--- config.mk ---
export PLATFORM = sky130hd
export DESIGN_NAME = serial_adder_ctrl
export DESIGN_NICKNAME = d
export VERILOG_FILES = /design/src/rtl/serial_adder_ctrl.sv
export SDC_FILE = /design/constraint.sdc
export NUM_CORES = 1
export LEC_CHECK = 0
export ABC_AREA = 1
export CELL_PAD_IN_SITES_DETAIL_PLACEMENT = 1
export CELL_PAD_IN_SITES_GLOBAL_PLACEMENT = 2
export CORE_MARGIN = 10
export CORE_UTILIZATION = 28
export CTS_BUF_LIST = sky130_fd_sc_hd__clkbuf_16
export DETAILED_ROUTE_END_ITERATION = 8
export GPL_TIMING_DRIVEN = 0
export PLACE_DENSITY = 0.73
export REMOVE_ABC_BUFFERS = 1
export SYNTH_ARGS = -nofsm -noshare
export SYNTH_HDL_FRONTEND = slang
export SYNTH_SLANG_ARGS = --single-unit
--- constraint.sdc ---
create_clock -name clk -period 1.46 [get_ports clk]
set_input_delay 0.292 -clock clk [delete_from_list [all_inputs] [get_ports clk]]
set_output_delay 0.292 -clock clk [all_outputs]
set_load 0.005 [all_outputs]
--- src/rtl/serial_adder_ctrl.sv ---
// Bit-serial adder: one NAND-built full adder stepped LSB-first over WIDTH cycles.
// Latency: start seen in cycle T -> done pulse in cycle T+WIDTH+1; next start accepted at T+WIDTH+2.
// Backpressure: none; start is only sampled in IDLE, and requests during RUN/DONE are dropped.

module nand_gate (
    input  logic x,
    input  logic y,
    output logic z
);
    assign z = ~(x & y);
endmodule

module serial_adder_ctrl #(
    parameter int WIDTH = 8
) (
    input  logic             clk,
    input  logic             rst,
    input  logic             start,
    input  logic [WIDTH-1:0] a,
    input  logic [WIDTH-1:0] b,
    input  logic             cin,
    output logic             busy,
    output logic             done,
    output logic [WIDTH-1:0] sum,
    output logic             cout
);
    localparam int CW = $clog2(WIDTH) + 1;
    localparam logic [CW-1:0] LAST = CW'(WIDTH - 1);

    typedef enum logic [1:0] {IDLE, RUN, DONE} state_t;

    state_t           state, state_nxt;
    logic [WIDTH-1:0] a_sh, b_sh, res_nxt;
    logic             carry;
    logic [CW-1:0]    cnt;

    // Nine-NAND full adder over the current LSBs and the carry flop
    logic n1, n2, n3, axb, n5, n6, n7, fa_sum, fa_cout;

    nand_gate u_n1 (.x(a_sh[0]), .y(b_sh[0]), .z(n1));
    nand_gate u_n2 (.x(a_sh[0]), .y(n1),      .z(n2));
    nand_gate u_n3 (.x(b_sh[0]), .y(n1),      .z(n3));
    nand_gate u_n4 (.x(n2),      .y(n3),      .z(axb));
    nand_gate u_n5 (.x(axb),     .y(carry),   .z(n5));
    nand_gate u_n6 (.x(axb),     .y(n5),      .z(n6));
    nand_gate u_n7 (.x(carry),   .y(n5),      .z(n7));
    nand_gate u_n8 (.x(n6),      .y(n7),      .z(fa_sum));
    nand_gate u_n9 (.x(n1),      .y(n5),      .z(fa_cout));

    // Only the upper WIDTH-1 result bits need storage; the newest bit comes straight from the adder
    generate
        if (WIDTH == 1) begin : g_w1
            assign res_nxt = fa_sum;
        end else begin : g_wn
            logic [WIDTH-2:0] res_sh;
            always_ff @(posedge clk) begin
                if (rst)
                    res_sh <= '0;
                else if (state == RUN)
                    res_sh <= res_nxt[WIDTH-1:1];
            end
            assign res_nxt = {fa_sum, res_sh};
        end
    endgenerate

    always_ff @(posedge clk) begin
        if (rst)
            state <= IDLE;
        else
            state <= state_nxt;
    end

    always_comb begin
        state_nxt = state;
        case (state)
            IDLE:    if (start) state_nxt = RUN;
            RUN:     if (cnt == LAST) state_nxt = DONE;
            DONE:    state_nxt = IDLE;
            default: state_nxt = IDLE;
        endcase
    end

    always_ff @(posedge clk) begin
        if (rst) begin
            a_sh  <= '0;
            b_sh  <= '0;
            carry <= 1'b0;
            cnt   <= '0;
            sum   <= '0;
            cout  <= 1'b0;
        end else begin
            case (state)
                IDLE: begin
                    if (start) begin
                        a_sh  <= a;
                        b_sh  <= b;
                        carry <= cin;
                        cnt   <= '0;
                    end
                end
                RUN: begin
                    a_sh  <= a_sh >> 1;
                    b_sh  <= b_sh >> 1;
                    carry <= fa_cout;
                    cnt   <= cnt + CW'(1);
                    if (cnt == LAST) begin
                        sum  <= res_nxt;
                        cout <= fa_cout;
                    end
                end
                default: ;
            endcase
        end
    end

    assign busy = (state != IDLE);
    assign done = (state == DONE);

endmodule
==> impl_metrics.json <==
{
  "dr.pass1.iters": 4,
  "crit_fanout": 2,
  "clock-root-buffer": "clkbuf_16",
  "grt.overflow.total": 0,
  "power_density_nw_per_um2": 1160,
  "synth.most_common_cell": "nor2_1",
  "critPathLaunchType": "flop",
  "peakVddDrop_mv": 0.477,
  "critical_path_arrival_ps": 1120,
  "clockBufferDepth": 2,
  "crit_end": "sum[3]",
  "cts_tree": "built",
  "drv_cap": 0,
  "cp_cell_sequence": "clkdlybuf4s50_1",
  "clk_pin_slew_worst_paths_ps": 60,
  "synthesis.area_um2": 1750,
  "path_class": "flop to output port",
  "ff2ff_setup_slack_ps": 160,
  "ys.flop_type": "dfxtp_1",
  "coreArea_um2": 5990,
  "clock_skew_ps": 4.68,
  "drtAntennaViolNets": 0,
  "drt_iter0_markers": 30,
  "grt_max_degree": 29,
  "rr_startpoint": "cnt[0]",
  "avgSynthCellArea_um2": 6.99,
  "slew_viol_final": 0,
  "yosys.area.top_type_share": 0.447,
  "routed_wirelength_um": 4670,
  "r2r-end": "cout",
  "worst-r2r-cell-count": 5,
  "critPathTopFamily": "buffers and inverters",
  "dieArea_um2": 9800,
  "min_path_type": "flop to flop",
  "antenna_found_initial": 0,
  "grt_usage": 0.0960,
  "clkLatencyLatePin_ps": 280,
  "nets": 303,
  "dieWidth_um": 99.0,
  "crit_start": "sum[3]",
  "post-route-util": 0.386,
  "rsz0062_at_grt": "true",
  "syn-instance-count": 250,
  "syn_to_final_growth_pct": 32.4,
  "cp_slowest_cell": "clkdlybuf4s50_1",
  "dp_hpwl_um": 2990,
  "drive_gt1_frac": 0.0922,
  "worst_slew_pin_slew_ps": 655,
  "synth_warnings": 0,
  "synth_seq_cells": 39,
  "grt_pass1_wl_um": 7710,
  "fin_crit_sh": 0.967,
  "cp_num_cells": 1,
  "synth.top_cells.by_area": "dfxtp_1, nor2_1, nand2_1",
  "crit_buf_inv": 1,
  "dp_cells": 344,
  "synth-edff-count": 0,
  "worstSetupEndpointType": "output port",
  "drc": 0,
  "io_buffer_count": 30,
  "max_stage_delay_ps": 510,
  "ys_seq_area_frac": 0.447,
  "status": "finished, final reports clean",
  "place.gp.congestion": 0.692,
  "via_count": 1632,
  "htree_levels": 2,
  "netlist_top_cells_count": "nor2_1, nand2_1, dfxtp_1",
  "start_util": 0.292,
  "slew_headroom": 0.563,
  "crit_required_ps": 1170,
  "drt-wirelength-per-cell_um": 13.1,
  "min_period_ps": 1410,
  "finalHoldViolCount": 0,
  "cts_buffers": 5,
  "grt_pass1_vias": 1617,
  "fin_cells": 357,
  "yosys.area.top_type": "dfxtp_1",
  "num_rows": 28,
  "insertedDiodeCount": 0,
  "setup_viol": 0,
  "via_per_inst": 4.57,
  "max_freq_mhz": 709,
  "yosysUniqueCellTypes": 21,
  "leakage_nw": 0.974,
  "ys_async_sr_fraction": 0,
  "io_pins": 31,
  "die_height_um": 99.0,
  "clock_sinks": 39
}
==> metal layers <==
metal	GRT usage	wire, µm
met1	0.111	2180
met2	0.160	2220
met3	0.0356	233
met4	0.0298	35
met5	0	0
==> logic make-up after synthesis <==
group           Yosys count  synth area share
compound gates           18            0.0516
fa+ha+maj                 2            0.0186
buf+inv                  33            0.0895
flops                    39             0.447
simple gates            158             0.393
==> power by group <==
group | switching [mW] | internal [mW]
Combinational | 0.175 | 0.133
Clock | 0.432 | 0.797
Sequential | 0.0327 | 1.12
Total | 0.640 | 2.05
==> stage by stage <==
stage | area (µm²) | setup TNS [ps] | hold slack (ps) | worst slack, ps | total power [mW]
after floorplan | 1670 | 0 | 361 | 184 | 1.33
after global placement | 2070 | -34840 | 448 | -1070 | 1.45
after detailed placement | 2070 | -35600 | 457 | -1110 | 1.46
after CTS | 2290 | 0 | 466 | 16.9 | 2.73
after global routing | 2310 | -50.2 | 498 | -37.8 | 2.82
final | 2310 | 0 | 470 | 48.7 | 2.69
==> registers in the layout (all words and copies together) (netlist names) <==
signal	count
a_sh	8
b_sh	8
carry	1
cnt	4
cout	1
g_wn.res_sh	7
state	2
sum	8
==> worst min-delay path by stage <==
| stage | start | to | slack [ps] | cells after the start |
|---|---|---|---|---|
| 2_1_floorplan | rst | a_sh[7] | 360 | 1 |
| 3_3_place_gp | g_wn.res_sh[3] | g_wn.res_sh[3] | 450 | 2 |
| 3_5_place_dp | g_wn.res_sh[3] | g_wn.res_sh[3] | 460 | 2 |
| 4_1_cts | g_wn.res_sh[3] | g_wn.res_sh[3] | 470 | 2 |
| 5_1_grt | g_wn.res_sh[3] | g_wn.res_sh[3] | 500 | 2 |
| 6_report | g_wn.res_sh[3] | g_wn.res_sh[3] | 470 | 2 |
==> worst register-to-register path, cell delays in order, from the launching register on <==
cell and delay [ps]:
dfxtp_1 370, ha_1 210, nand3_1 220, nor2_4 280
nor2_1 70, nor2_1 100
==> cell type report <==
class / count / area [µm²]
clock buffers: 5 / 125
inverters: 22 / 87.6
fillers: 766 / 3680
multi-input cells: 179 / 846
repair buffers: 34 / 335
flip-flops and latches: 39 / 786
well taps: 75 / 93.8
clock inverters: 3 / 38.8
==> cells in the final DEF, fill, tap and decap left out, types with 2 or more instances in the layout <==
master / netlist / final
a21oi_1: 8 / 8
buf_4: 4 / 3
clkbuf_16: 0 / 5
clkdlybuf4s50_1: 0 / 26
dfxtp_1: 39 / 37
dlygate4sd2_1: 0 / 2
inv_1: 20 / 20
nand2_1: 51 / 51
nand2_2: 3 / 2
nand3_1: 35 / 35
nand3b_1: 7 / 7
nor2_1: 57 / 55
nor2_2: 3 / 2
nor2_4: 1 / 5
o21ai_0: 9 / 9
==> repair_timing <==
item | 4_1_cts | 5_1_grt
setup buffers | 3 | 1
setup endpoints to repair | 40 | 23
hold buffers | 0 | 0
pin swaps | 2 | 0
gates resized for setup | 14 | 7
gates cloned | 1 | 0
Power figures use the tool's default switching activity.
